--- config.mk ---
export PLATFORM = sky130hd
export DESIGN_NAME = nvram_bk_ctrl
export DESIGN_NICKNAME = d
export VERILOG_FILES = /design/src/rtl/bk_pkg.sv /design/src/rtl/bk_edge.sv /design/src/rtl/nvram_bk_ctrl.sv
export SDC_FILE = /design/constraint.sdc
export NUM_CORES = 1
export LEC_CHECK = 0
export ABC_AREA = 1
export ABC_CLOCK_PERIOD_IN_PS = 2500
export BUFFER_PORTS_ARGS = -buffer_cell sky130_fd_sc_hd__buf_4
export CORE_MARGIN = 1
export CORE_UTILIZATION = 49
export DETAILED_ROUTE_END_ITERATION = 16
export PLACE_DENSITY = 0.71
export SETUP_SLACK_MARGIN = 0.1
export SLEW_MARGIN = 5
export SYNTH_ARGS = -nofsm -noshare
export SYNTH_HDL_FRONTEND = slang
export SYNTH_SLANG_ARGS = --single-unit
--- constraint.sdc ---
create_clock -name clk_sys -period 2.5 [get_ports clk_sys]
set_clock_uncertainty 0.2 [all_clocks]
set_input_delay 0.25 -clock clk_sys [delete_from_list [all_inputs] [get_ports clk_sys]]
set_output_delay 0.25 -clock clk_sys [all_outputs]
set_load 0.02 [all_outputs]
--- src/rtl/bk_pkg.sv ---
// Shared types and constants for the NVRAM backup sequencer.
package bk_pkg;

  localparam int SECTOR_BYTES = 512;

  typedef enum logic [1:0] {
    BK_IDLE = 2'd0,
    BK_REQ  = 2'd1,
    BK_ACK  = 2'd2,
    BK_NEXT = 2'd3
  } bk_state_t;

endpackage

--- src/rtl/bk_edge.sv ---
// Rising-edge detector for a level trigger. The history flop resets high so a
// level already asserted when reset releases is not seen as a new edge.
module bk_edge (
  input  logic clk_sys,
  input  logic RESET_n,
  input  logic sig,
  output logic rise
);

  logic prev_q;

  always_ff @(posedge clk_sys or negedge RESET_n) begin
    if (!RESET_n) prev_q <= 1'b1;
    else          prev_q <= sig;
  end

  assign rise = sig & ~prev_q;

endmodule

--- src/rtl/nvram_bk_ctrl.sv ---
// Sequences whole-image backup RAM loads/saves as per-sector host requests.
//   state   | meaning
//   IDLE    | waiting for a load/save trigger
//   REQ     | sd_rd/sd_wr raised, waiting for sd_ack rise (timed)
//   ACK     | host transferring, waiting for sd_ack fall
//   NEXT    | one gap cycle; advance sector or finish
module nvram_bk_ctrl
  import bk_pkg::*;
#(
  parameter int          SECTORS = 64,
  parameter logic [23:0] TIMEOUT = 24'd12000000
) (
  input  logic        clk_sys,
  input  logic        RESET_n,
  input  logic        bk_ena,
  input  logic        load_req,
  input  logic        save_req,
  input  logic        autosave_en,
  input  logic        osd_open,
  input  logic        nvram_we,
  input  logic        dl_done,
  input  logic        img_nz,
  input  logic        sd_ack,
  output logic [31:0] sd_lba,
  output logic        sd_rd,
  output logic        sd_wr,
  output logic        bk_loading,
  output logic        bk_busy,
  output logic        bk_pending,
  output logic        bk_err
);

  localparam int               LBA_W    = (SECTORS > 1) ? $clog2(SECTORS) : 1;
  localparam logic [LBA_W-1:0] LBA_LAST = LBA_W'(SECTORS - 1);

  bk_state_t        state_q, state_d;
  logic [LBA_W-1:0] lba_q, lba_d;
  logic [23:0]      tmr_q, tmr_d;
  logic             rd_q, rd_d, wr_q, wr_d;
  logic             load_q, load_d, busy_q, busy_d;
  logic             pend_q, pend_d, err_q, err_d;
  logic             ack_q;
  logic             load_rise, save_rise, auto_rise;
  logic             load_trig, save_trig, ack_rise, ack_fall;

  bk_edge u_edge_load (
    .clk_sys(clk_sys), .RESET_n(RESET_n), .sig(load_req & bk_ena), .rise(load_rise)
  );
  bk_edge u_edge_save (
    .clk_sys(clk_sys), .RESET_n(RESET_n), .sig(save_req & bk_ena), .rise(save_rise)
  );
  bk_edge u_edge_auto (
    .clk_sys(clk_sys), .RESET_n(RESET_n),
    .sig(pend_q & osd_open & autosave_en & bk_ena), .rise(auto_rise)
  );

  assign load_trig = load_rise | (dl_done & img_nz & bk_ena);
  assign save_trig = save_rise | auto_rise;
  assign ack_rise  = sd_ack & ~ack_q;
  assign ack_fall  = ~sd_ack & ack_q;

  always_comb begin
    state_d = state_q;
    lba_d   = lba_q;
    tmr_d   = tmr_q;
    rd_d    = rd_q;
    wr_d    = wr_q;
    load_d  = load_q;
    busy_d  = busy_q;
    pend_d  = pend_q;
    err_d   = err_q;
    case (state_q)
      BK_IDLE: begin
        if (load_trig | save_trig) begin
          state_d = BK_REQ;
          lba_d   = '0;
          tmr_d   = TIMEOUT - 24'd1;
          busy_d  = 1'b1;
          load_d  = load_trig;
          rd_d    = load_trig;
          wr_d    = ~load_trig;
          err_d   = 1'b0;
          if (!load_trig) pend_d = 1'b0;
        end
      end
      BK_REQ: begin
        if (ack_rise) begin
          rd_d    = 1'b0;
          wr_d    = 1'b0;
          state_d = BK_ACK;
        end else if (tmr_q == '0) begin
          rd_d    = 1'b0;
          wr_d    = 1'b0;
          busy_d  = 1'b0;
          load_d  = 1'b0;
          err_d   = 1'b1;
          state_d = BK_IDLE;
        end else begin
          tmr_d = tmr_q - 24'd1;
        end
      end
      BK_ACK: begin
        if (ack_fall) state_d = BK_NEXT;
      end
      BK_NEXT: begin
        if (lba_q == LBA_LAST) begin
          busy_d  = 1'b0;
          load_d  = 1'b0;
          state_d = BK_IDLE;
        end else begin
          lba_d   = lba_q + LBA_W'(1);
          rd_d    = load_q;
          wr_d    = ~load_q;
          tmr_d   = TIMEOUT - 24'd1;
          state_d = BK_REQ;
        end
      end
      default: state_d = BK_IDLE;
    endcase
    // a game write landing in the same cycle as the save start stays pending
    if (bk_ena & ~osd_open & nvram_we) pend_d = 1'b1;
  end

  always_ff @(posedge clk_sys or negedge RESET_n) begin
    if (!RESET_n) begin
      state_q <= BK_IDLE;
      lba_q   <= '0;
      tmr_q   <= '0;
      rd_q    <= 1'b0;
      wr_q    <= 1'b0;
      load_q  <= 1'b0;
      busy_q  <= 1'b0;
      pend_q  <= 1'b0;
      err_q   <= 1'b0;
      ack_q   <= 1'b1;
    end else begin
      state_q <= state_d;
      lba_q   <= lba_d;
      tmr_q   <= tmr_d;
      rd_q    <= rd_d;
      wr_q    <= wr_d;
      load_q  <= load_d;
      busy_q  <= busy_d;
      pend_q  <= pend_d;
      err_q   <= err_d;
      ack_q   <= sd_ack;
    end
  end

  assign sd_lba     = 32'(lba_q);
  assign sd_rd      = rd_q;
  assign sd_wr      = wr_q;
  assign bk_loading = load_q;
  assign bk_busy    = busy_q;
  assign bk_pending = pend_q;
  assign bk_err     = err_q;

endmodule

# Word-level counts from Yosys, hierarchy flattened
# Index checks and enable logic that the tools add are counted.
# Widths: inputs -> output; s select.
# totals
ff_bits	42
inputBits	11
out_inout_bits	38
word_cells	102
# op_classes
add_sub_neg	2
eq_ne	13
mux	35
bitwise_logic	25
n_reduce_logical	14
# op_table
operator	count
$mux 24	4
$pmux 24 s3	1
$logic_not 24->1	1
$sub 24x1->24 const B	1
$mux 1	17
$and 1x1->1	14
$ne 2x2->1 const B	7
$mux 6	2
$pmux 1 s3	4
$pmux 6 s2	1
$reduce_and 5->1	2
$reduce_and 3->1	3
$mux 2	4
$not 1->1	8
$pmux 2 s4	1
$reduce_and 4->1	2
$reduce_bool 2->1	4
$add 6x1->6 const B	1
$eq 6x6->1 const B	1
$eq 2x2->1 const B	2
$ne 3x3->1 const B	1
$or 1x1->1	3
$reduce_bool 3->1	1
$eq 2x1->1 const B	1
other kinds (3)	3

# Longest topological paths before layout
# Gate-level depths: netlist (run 1).
# depth
word_depth	9
mapped_depth	12
mapped_depth_nobuf	11

# By module
# Synthesis (run 1) repeated with hierarchy kept, for this count alone.
# unflattened
hier_cells	411
area_unflattened_um2	2955.3
# modules_own_cells
mod	n_inst	cells_each	area_each_um2	seq_area_each_um2
nvram_bk_ctrl	1	402	2846.5	977.2
bk_edge	3	3	36.3	26.3

# Least setup slack after synthesis (run 1)
# Ideal clock, no wire load.
# synth_path
kind	register -> register
startpoint	reg lba_q[0]
endpoint	reg lba_q[0]
setup_ns	0.119
arrival_time_ns	1.567
t_required_ns	2.181
setup_slack_ns	0.614
stages_incl_launch_ff	9
path_buffers	0
period_less_slack_ns	1.886
cell_sequence	dfrtp_1 > ha_1 > nand2_1 > nor2_2 > nand3_1 > o21ai_0 > nor2_2 > o21ai_1 > o21a_1
# synth_between
elab_chain_cells	3
elab_cells_between_ends	6
classes_between	add/sub: 1; eq/ne: 2; mux: 2; reduce/logical: 1
# synth_rtl
element	line	rtl
start: declaration	nvram_bk_ctrl.sv:37	logic [LBA_W-1:0] lba_q, lba_d;
start signal: assignment	nvram_bk_ctrl.sv:138	lba_q <= lba_d;
$add 6x1->6 or $eq 6x6->1 (tied branches)	nvram_bk_ctrl.sv:111, nvram_bk_ctrl.sv:106	
$mux 6 or $ne 2x2->1 (tied branches)	--	
$pmux 6 s2 or $reduce_and 3->1 (tied branches)	--	
# Several ways; a longest one is shown, not always the timed one. The select of a mux whose other input is x is not followed.
# A chain may end at the register's enable or synchronous reset.

# Final worst setup path (run 1)
# layout_path
startpoint	reg state_q[0]
endpoint	reg tmr_q[17]
# layout_between
elab_chain_cells	3
elab_cells_between_ends	10
classes_between	eq/ne: 6; mux: 1; reduce/logical: 3
# layout_rtl
element	line	rtl
start: declaration	nvram_bk_ctrl.sv:36	bk_state_t state_q, state_d;
start signal: assignment	nvram_bk_ctrl.sv:137	state_q <= state_d;
$eq 2x1->1 (tied with other cells)	nvram_bk_ctrl.sv:72	case (state_q)
$ne 2x2->1 (no source line) or $reduce_bool 3->1 (tied branches)	--	
$reduce_and 5->1 (no source line)	--	
end signal: assignment	nvram_bk_ctrl.sv:139	tmr_q <= tmr_d;
end: declaration	nvram_bk_ctrl.sv:38	logic [23:0] tmr_q, tmr_d;
# Several ways; a longest one is shown, not always the timed one.

==> flow_metrics.py, run 1 <==
metrics = {
    "synthesis": {
        "synth_largest_area_cell": "dfrtp_1",
        "synth_edf_count": 0,
        "synthTopCellsByCount": "nand2_1 (137), nor2_1 (50), nand3_1 (46), dfrtp_1 (38), inv_1 (38)",
        "syn_area_per_cell_sq_um": 6.956,
        "synth_area_sq_um": 2998,
        "netlist_instances": 431,
        "ys_seq_elements": 42,
        "synthTopCellsByArea": "dfrtp_1 (32%), nand2_1 (17%), nand3_1 (7.7%)",
        "synth.distinct_cells": 34,
        "ys_warn_count": 0,
        "synth_top_area_share_pct": 31.72,
        "synthFlopType": "dfrtp_1",
        "yosysSeqAreaShare_pct": 35.23,
        "ys_async_sr_fraction_pct": 100.0,
        "synth_most_common_cell": "nand2_1",
    },
    "route": {
        "drt_iter0_markers": 158,
        "drcViolationCount": 0,
        "wl_microns": 6100,
        "antenna_left": 0,
        "first_pass_iters": 4,
        "vias": 2657,
        "wl_per_cell_microns": 11.40,
        "drt-vias-per-instance": 4.966,
    },
    "floorplanning": {
        "die_area_sq_um": 6435,
        "coreArea_sq_um": 5921,
        "ios": 49,
        "die_h_microns": 80.22,
        "die_w_microns": 80.22,
        "initial_utilization_pct": 50.63,
        "core.rowCount": 28,
    },
    "worst_setup_path": {
        "crit_type": "flip-flop to flip-flop",
        "cp-end-kind": "flip-flop",
        "r2r_end": "tmr_q[17]$_DFFE_PN0P_",
        "r2r_start": "state_q[0]$_DFFE_PN0P_",
        "cp_slowest_cell": "dfrtp_1",
        "path_max_fanout": 37,
        "crit_required_ns": 2.49,
        "cp-startpoint": "state_q[0]$_DFFE_PN0P_",
        "cpPeakStageDelay_ns": 0.47,
        "cp_num_buf_inv": 2,
        "cp_cell_sequence": "inv_1 -> ha_1 -> nand3_2 -> nor2_4 -> nor2_4 -> nand2_8 -> inv_4 -> nand2_1 -> nand2_1",
        "crit_path_start_kind": "flip-flop",
        "endpoint": "tmr_q[17]$_DFFE_PN0P_",
        "worst_ep_arrival_time_ns": 2.13,
        "critPathTopFamily": "simple AND/OR/NAND/NOR gates",
        "r2r_slack_ns": 0.36,
        "r2r_cells": 9,
        "cp.depth": 9,
    },
    "layout": {
        "areaGrowthSynthToFinish_pct": 9.724,
        "drive_gt1_share_pct": 13.48,
        "diodes": 0,
        "fin_nets": 477,
        "final_util_pct": 55.56,
        "design_area_sq_um": 3289,
    },
    "clock_tree": {
        "cts_max_path_buffers": 2,
        "cts_sinks": 42,
        "cts_made_buffers": 5,
        "clk_latency_ns": 0.30,
        "clkTransAtPathRegs_ns": 0.09,
        "cts_tree": "done",
        "htree_num_levels": 2,
        "root_buffer": "clkbuf_8",
        "post_cts_buffers": 0,
    },
    "pwr": {
        "p_leak_uw": 0.001681,
        "peakVddDrop_v": 0.0006800,
        "power_density_nw_per_um2": 1109,
    },
    "grt": {
        "antenna_found_initial": 0,
        "grt_pass1_wl_microns": 10410,
        "grt_max_degree": 43,
        "grt_pass1_vias": 2422,
        "gr-total-overflow": 0,
        "grt_util_all_layers_pct": 20.66,
    },
    "timing": {
        "drv_slew": 0,
        "hold_violations": 0,
        "tightest_slew_ns": 0.5362,
        "fin_crit_ns": 2.138,
        "min_period_over_period_pct": 85.52,
        "max_slew_margin_pct": 64.25,
        "timing.hold.ws_ns": 0.01101,
        "fin_ws_ns": 0.3620,
        "rsz0062_at_grt": "no",
        "setup_viol": 0,
        "fmax_mhz": 467.7,
        "tns_ns": 0,
    },
    "min_path": {
        "whs_path_depth": 3,
        "hp-class": "primary input to flip-flop",
    },
    "run": {
        "maxCapViolations": 0,
    },
    "place": {
        "portBuffers": 22,
        "hpwl_microns": 4579,
        "place_ws_ns": 0.2287,
        "placed_cell_area_sq_um": 3100,
        "gp_congestion": 0.8605,
    },
    "status": {
        "status": "finished, final reports clean",
    },
}
layout by cell type, fill, tap and decap left out, types with 2 or more instances in the layout:
| cell type | synthesis | layout |
|---|---|---|
| nand2_1 | 137 | 137 |
| nor2_1 | 50 | 50 |
| nand3_1 | 46 | 46 |
| inv_1 | 38 | 38 |
| dfrtp_1 | 38 | 38 |
| conb_1 | 1 | 26 |
| buf_4 | 26 | 24 |
| nand4_1 | 16 | 16 |
| o21ai_0 | 14 | 14 |
| o21ai_2 | 10 | 10 |
| ha_1 | 7 | 7 |
| dlygate4sd3_1 | 0 | 7 |
| clkbuf_8 | 0 | 5 |
| nor2_2 | 4 | 4 |
| xor2_1 | 4 | 4 |
| or2_2 | 4 | 4 |
| dfstp_2 | 4 | 4 |
| nor2_4 | 3 | 3 |
| nand2_2 | 2 | 2 |
| nor3_1 | 2 | 2 |
| o21ai_1 | 2 | 2 |
| a21oi_1 | 2 | 2 |
| nand3b_1 | 2 | 2 |
| xnor2_1 | 2 | 2 |
per-layer routing:
layer	part of all wire (%)	track usage (%)	vias to the layer above
met4	1.3	6.429	0
met3	3.9	4.205	8
met5	0	0	-
met2	48	35.30	49
met1	47	26.02	1229
li1	-	-	1371
through the flow:
step / power, uW / cells
2_1_floorplan: 2782 / 456
3_3_place_gp: 3050 / 520
6_report: 3648 / 535
3_5_place_dp: 3100 / 520
4_1_cts: 3657 / 535
5_1_grt: 4006 / 535
sequential cells by signal, summed over array words and instances, names as in the netlist, named ones only:
name	cells
lba_q	6
bk_err	1
ack_q	1
bk_loading	1
state_q	1
tmr_q	24
bk_busy	1
sd_wr	1
bk_pending	1
u_edge_load.prev_q	1
u_edge_auto.prev_q	1
u_edge_save.prev_q	1
sd_rd	1
kinds of logic after synthesis:
logic type | after synthesis | synth area share [%]
buffers and inverters | 75 | 13.94
adder cells (fa/ha/maj) | 7 | 2.921
flip-flops | 42 | 35.23
AND/OR/NAND/NOR | 270 | 39.65
XOR/XNOR | 6 | 1.753
other | 1 | 0.1251
AO/OA/AOI/OAI | 30 | 6.386
how the worst min path moves through the flow:
stage                 start                      endpoint  slack [ns]
CTS                  bk_ena  u_edge_save.prev_q$_DFF_PN1_      0.0005
floorplan           RESET_n                     async pin       -0.25
global route         bk_ena  u_edge_save.prev_q$_DFF_PN1_       0.003
global placement    RESET_n        bk_pending$_DFFE_PN0P_        0.07
finish               bk_ena  u_edge_save.prev_q$_DFF_PN1_        0.01
detailed placement  RESET_n        bk_pending$_DFFE_PN0P_        0.08
report_power, final:
part | leakage (uW) | switching [uW] | internal [uW]
logic | 0.00111 | 1300 | 645
clock network | 0.0000514 | 243 | 298
registers | 0.000515 | 252 | 913
what timing repair did:
action | 4_1_cts | 5_1_grt
resized for setup | 0 | 1
setup endpoints to repair | 0 | 12
hold buffers | 7 | 0
endpoints found under the hold margin | 42 | 0
final cells by class:
| type | instances | area [sq um] |
|---|---|---|
| multi-input combinational | 339 | 1627 |
| timing repair buffer | 31 | 250.2 |
| clock buffer | 6 | 72.57 |
| sequential | 42 | 1056 |
| fill | 596 | 2631 |
| clock inverter | 2 | 37.54 |
| tap | 75 | 93.84 |
| inverter | 40 | 152.6 |
worst register-to-register path, cell delays in order, from the launching register on:
cell,delay [ns]
dfrtp_1,0.47
inv_1,0.12
ha_1,0.26
nand3_2,0.14
nor2_4,0.27
nor2_4,0.09
nand2_8,0.22
inv_4,0.13
nand2_1,0.09
nand2_1,0.04
No activity file was read; power rests on OpenSTA's default activity.
==> inputs of run 2 (changes only) <==
==> constraint.sdc (replaced) <==
create_clock -name clk_sys -period 2.5 [get_ports clk_sys]
set_clock_uncertainty 0.2 [all_clocks]
set_input_delay 0.125 -clock clk_sys [delete_from_list [all_inputs] [get_ports clk_sys]]
set_output_delay 0.125 -clock clk_sys [all_outputs]
set_load 0.02 [all_outputs]
==> flow_metrics.py, run 2 (synthesis results as in run 1) <==
metrics = {
    "worst_setup_path": {
        "r2r_slack_ns": 0.37,
        "cp_cell_sequence": "inv_1 -> ha_1 -> nand3_2 -> nor2_4 -> nor2_4 -> nand2_8 -> inv_4 -> nand2_1 -> nand2_1",
        "r2r_end": "tmr_q[17]$_DFFE_PN0P_",
        "cp_num_buf_inv": 2,
        "cpPeakStageDelay_ns": 0.47,
        "crit_type": "flip-flop to flip-flop",
        "worst_ep_arrival_time_ns": 2.12,
        "path_max_fanout": 37,
        "r2r_start": "state_q[0]$_DFFE_PN0P_",
        "r2r_cells": 9,
        "cp_slowest_cell": "dfrtp_1",
        "critPathTopFamily": "simple AND/OR/NAND/NOR gates",
        "crit_required_ns": 2.49,
        "cp-end-kind": "flip-flop",
        "crit_path_start_kind": "flip-flop",
    },
    "layout": {
        "design_area_sq_um": 3319,
        "largest_register_ff_count": 24,
        "fin_nets": 480,
        "reg.largest.list": "tmr_q (24), lba_q (6)",
        "drive_gt1_share_pct": 13.39,
        "final_util_pct": 56.07,
        "layout_common_cells": "nand2_1 (137), nor2_1 (50), nand3_1 (46), inv_1 (38), dfrtp_1 (38)",
        "max_flop_register": "tmr_q",
        "final_common_cell": "nand2_1",
        "areaGrowthSynthToFinish_pct": 10.73,
        "diodes": 0,
    },
    "run": {
        "maxCapViolations": 0,
    },
    "route": {
        "drcViolationCount": 0,
        "wl_per_cell_microns": 11.48,
        "wl_microns": 6174,
        "first_pass_iters": 4,
        "drt-vias-per-instance": 4.974,
        "vias": 2676,
        "antenna_left": 0,
        "drt_iter0_markers": 161,
    },
    "pwr": {
        "peakVddDrop_v": 0.0006803,
        "seqPwrFrac_pct": 31.9,
        "clkPwrFrac_pct": 14.8,
        "power_density_nw_per_um2": 1100,
        "p_sw_uw": 1793,
        "power.share.switching_pct": 49.09,
        "internal_power_uw": 1859,
        "p_total_uw": 3652,
        "p_leak_uw": 0.001690,
        "combPwrFrac_pct": 53.2,
    },
    "place": {
        "portBuffers": 22,
        "gp_congestion": 0.8605,
        "placed_cell_area_sq_um": 3100,
        "hpwl_microns": 4579,
    },
    "timing": {
        "rsz0062_at_grt": "no",
        "min_period_over_period_pct": 85.38,
        "tns_ns": 0,
        "fin_crit_ns": 2.135,
        "max_slew_margin_pct": 63.81,
        "drv_slew": 0,
        "hold_violations": 0,
        "tightest_slew_ns": 0.5429,
        "fmax_mhz": 468.5,
        "setup_viol": 0,
    },
    "clock_tree": {
        "cts_made_buffers": 5,
        "clkTransAtPathRegs_ns": 0.09,
        "clk_latency_ns": 0.30,
        "htree_num_levels": 2,
        "cts_tree": "done",
        "root_buffer": "clkbuf_8",
        "cts_max_path_buffers": 2,
        "post_cts_buffers": 0,
        "cts_sinks": 42,
    },
    "floorplanning": {
        "ios": 49,
        "die_h_microns": 80.22,
        "coreArea_sq_um": 5921,
        "die_area_sq_um": 6435,
        "core.rowCount": 28,
        "initial_utilization_pct": 50.63,
        "die_w_microns": 80.22,
    },
    "grt": {
        "antenna_found_initial": 0,
        "grt_max_degree": 43,
        "grt_pass1_wl_microns": 10520,
        "grt_util_all_layers_pct": 20.88,
        "grt_pass1_vias": 2448,
        "gr-total-overflow": 0,
    },
    "min_path": {
        "hp-class": "primary input to async pin",
    },
    "status": {
        "status": "finished, final reports clean",
    },
}
[run 2: how the worst max path moves through the flow]
stage	from	end	slack (ns)	cells after the start
2_1_floorplan	lba_q[0]$_DFFE_PN0P_	lba_q[0]$_DFFE_PN0P_	0.61	8
5_1_grt	tmr_q[0]$_DFFE_PN0P_	tmr_q[16]$_DFFE_PN0P_	0.16	11
3_3_place_gp	state_q[0]$_DFFE_PN0P_	tmr_q[16]$_DFFE_PN0P_	0.28	9
3_5_place_dp	state_q[0]$_DFFE_PN0P_	tmr_q[23]$_DFFE_PN0P_	0.23	9
4_1_cts	state_q[0]$_DFFE_PN0P_	tmr_q[23]$_DFFE_PN0P_	0.21	9
6_report	state_q[0]$_DFFE_PN0P_	tmr_q[17]$_DFFE_PN0P_	0.37	9
[run 2: through the flow]
stage	instances	hold slack, ns	setup slack (ns)
6_report	538	0.1509	0.3655
5_1_grt	538	0.1864	0.1627
4_1_cts	538	0.1616	0.2150
3_5_place_dp	520	-0.04541	0.2287
3_3_place_gp	520	-0.05692	0.2835
2_1_floorplan	456	-0.3706	0.6143
[run 2: final cells by class]
type | count | area [sq um]
Timing Repair Buffer | 34 | 280.3
Sequential cell | 42 | 1056
Inverter | 40 | 152.6
Fill cell | 594 | 2601
Clock buffer | 6 | 72.57
Tap cell | 75 | 93.84
Clock inverter | 2 | 37.54
Multi-Input combinational cell | 339 | 1627
[run 2: power by group through the flow]
stage	Clock, uW	Combinational, uW	Sequential [uW]
after floorplan	0	1610	1170
after global placement	0	1880	1170
after detailed placement	0	1930	1170
after CTS	559	1940	1160
after global routing	587	2230	1200
final	542	1940	1170
[run 2: layer usage]
metal | GRT usage (%) | wire, microns | up-vias
met3 | 4.205 | 252 | 10
met2 | 35.98 | 2952 | 55
met4 | 6.429 | 80 | 0
li1 | - | - | 1379
met5 | 0 | 0 | -
met1 | 26.09 | 2888 | 1232
[run 2: worst register-to-register path, stage by stage, from the launching register on]
cell and delay (ns):
dfrtp_1 0.47, inv_1 0.11, ha_1 0.26, nand3_2 0.14, nor2_4 0.27, nor2_4 0.09
nand2_8 0.22, inv_4 0.13, nand2_1 0.09, nand2_1 0.04
[run 2: what timing repair did]
item | in CTS | in global routing
endpoints found under the setup margin | 0 | 12
resized for setup | 0 | 1
endpoints found under the hold margin | 47 | 0
hold buffers | 10 | 0
==> inputs of run 3 (changes only) <==
Settings changed: CTS_BUF_LIST set to sky130_fd_sc_hd__clkbuf_4 sky130_fd_sc_hd__clkbuf_8 sky130_fd_sc_hd__clkbuf_16, SKIP_CTS_REPAIR_TIMING set to 1.
==> flow_metrics.py, run 3 (synthesis results as in run 1) <==
metrics = {
    "floorplanning": {
        "ios": 49,
        "die_area_sq_um": 6435,
        "coreArea_sq_um": 5921,
        "die_w_microns": 80.22,
        "core.rowCount": 28,
        "die_h_microns": 80.22,
        "initial_utilization_pct": 50.63,
    },
    "layout": {
        "final_common_cell": "nand2_1",
        "fin_nets": 480,
        "drive_gt1_share_pct": 13.61,
        "instances_no_fill": 538,
        "reg.largest.list": "tmr_q (24), lba_q (6)",
        "areaGrowthSynthToFinish_pct": 10.85,
        "diodes": 0,
        "design_area_sq_um": 3323,
        "max_flop_register": "tmr_q",
        "n_fill_cell": 590,
        "largest_register_ff_count": 24,
        "layout_common_cells": "nand2_1 (137), nor2_1 (50), nand3_1 (46), inv_1 (38), dfrtp_1 (38)",
    },
    "pwr": {
        "p_leak_uw": 0.001693,
        "p_total_uw": 3661,
        "peakVddDrop_v": 0.0006801,
        "power_density_nw_per_um2": 1102,
    },
    "route": {
        "antenna_left": 0,
        "first_pass_iters": 4,
        "wl_per_cell_microns": 11.49,
        "vias": 2684,
        "drt-vias-per-instance": 4.989,
        "wl_microns": 6181,
        "drt_iter0_markers": 166,
        "drcViolationCount": 0,
    },
    "clock_tree": {
        "cts_made_buffers": 5,
        "clkTransAtPathRegs_ns": 0.10,
        "clk_latency_ns": 0.30,
        "htree_num_levels": 2,
        "cts_sinks": 42,
        "root_buffer": "clkbuf_8",
        "cts_tree": "done",
        "cts_max_path_buffers": 2,
    },
    "worst_setup_path": {
        "cp-end-kind": "flip-flop",
        "cpPeakStageDelay_ns": 0.47,
        "cp_slowest_cell": "dfrtp_1",
        "worst_ep_arrival_time_ns": 2.13,
        "r2r_cells": 9,
        "r2r_start": "state_q[0]$_DFFE_PN0P_",
        "crit_path_start_kind": "flip-flop",
        "path_max_fanout": 37,
        "cp_num_buf_inv": 2,
        "crit_required_ns": 2.49,
        "cp.depth": 9,
        "crit_type": "flip-flop to flip-flop",
        "r2r_slack_ns": 0.36,
        "critPathTopFamily": "simple AND/OR/NAND/NOR gates",
        "r2r_end": "tmr_q[17]$_DFFE_PN0P_",
        "cp_cell_sequence": "inv_1 -> ha_1 -> nand3_2 -> nor2_4 -> nor2_4 -> nand2_8 -> inv_4 -> nand2_1 -> nand2_1",
    },
    "place": {
        "gp_congestion": 0.8605,
        "hpwl_microns": 4579,
        "placed_cell_area_sq_um": 3100,
        "portBuffers": 22,
        "placed_cells": 520,
    },
    "timing": {
        "drv_slew": 0,
        "tightest_slew_ns": 0.5379,
        "fin_crit_ns": 2.143,
        "min_period_over_period_pct": 85.73,
        "max_slew_margin_pct": 64.14,
        "hold_violations": 0,
        "fmax_mhz": 466.6,
        "tns_ns": 0,
        "setup_viol": 0,
        "rsz0062_at_grt": "no",
    },
    "grt": {
        "grt_pass1_wl_microns": 10320,
        "grt_pass1_vias": 2381,
        "grt_max_degree": 43,
        "busiest_layer": "met2",
        "antenna_found_initial": 0,
        "use_met1_pct": 26.02,
        "grt_use_met3_pct": 4.205,
        "gr-total-overflow": 0,
        "grt_util_all_layers_pct": 20.52,
        "grt_util_met2_pct": 34.79,
    },
    "min_path": {
        "hp-class": "primary input to async pin",
    },
    "run": {
        "maxCapViolations": 0,
    },
    "status": {
        "status": "finished, final reports clean",
    },
}
[run 3: area by class of cell]
type	instances	area, sq um	share of cell area [%]
timing repair buffer	34	280.3	8.434
tap	75	93.84	2.824
clock inverter	2	37.54	1.130
clock buffer	6	76.32	2.297
multi-input combinational	339	1627	48.95
inverter	40	152.6	4.593
sequential	42	1056	31.78
[run 3: layer usage]
metal | up-vias | part of all wire, %
met5 | - | 0
met4 | 0 | 1.3
met3 | 10 | 4.7
met2 | 72 | 48
met1 | 1225 | 46
li1 | 1377 | -
[run 3: worst register-to-register path, delay by kind of cell, from the launching register on]
kind / cells / cell delay (ns)
buffers and inverters: 2 / 0.25
adder cells (fa/ha/maj): 1 / 0.26
AND/OR/NAND/NOR: 6 / 0.85
flip-flops: 1 / 0.47
[run 3: worst max-delay path by stage]
stage | start | endpoint
final | state_q[0]$_DFFE_PN0P_ | tmr_q[17]$_DFFE_PN0P_
after global routing | tmr_q[0]$_DFFE_PN0P_ | tmr_q[16]$_DFFE_PN0P_
after CTS | state_q[0]$_DFFE_PN0P_ | tmr_q[23]$_DFFE_PN0P_
after detailed placement | state_q[0]$_DFFE_PN0P_ | tmr_q[23]$_DFFE_PN0P_
after global placement | state_q[0]$_DFFE_PN0P_ | tmr_q[16]$_DFFE_PN0P_
after floorplan | lba_q[0]$_DFFE_PN0P_ | lba_q[0]$_DFFE_PN0P_
[run 3: through the flow]
| stage | worst slack (ns) | util [%] | hold slack (ns) |
|---|---|---|---|
| final | 0.3567 | 56.13 | 0.1425 |
| after global routing | 0.1627 | 56.13 | 0.1864 |
| after CTS | 0.2095 | 54.29 | -0.3847 |
| after detailed placement | 0.2287 | 52.37 | -0.04541 |
| after global placement | 0.2835 | 52.37 | -0.05692 |
| after floorplan | 0.6143 | - | -0.3706 |
[run 3: power by group]
| part | switching [uW] | internal (uW) |
|---|---|---|
| clock | 247 | 309 |
| sequential | 252 | 913 |
| combinational | 1290 | 648 |
| total | 1790 | 1870 |
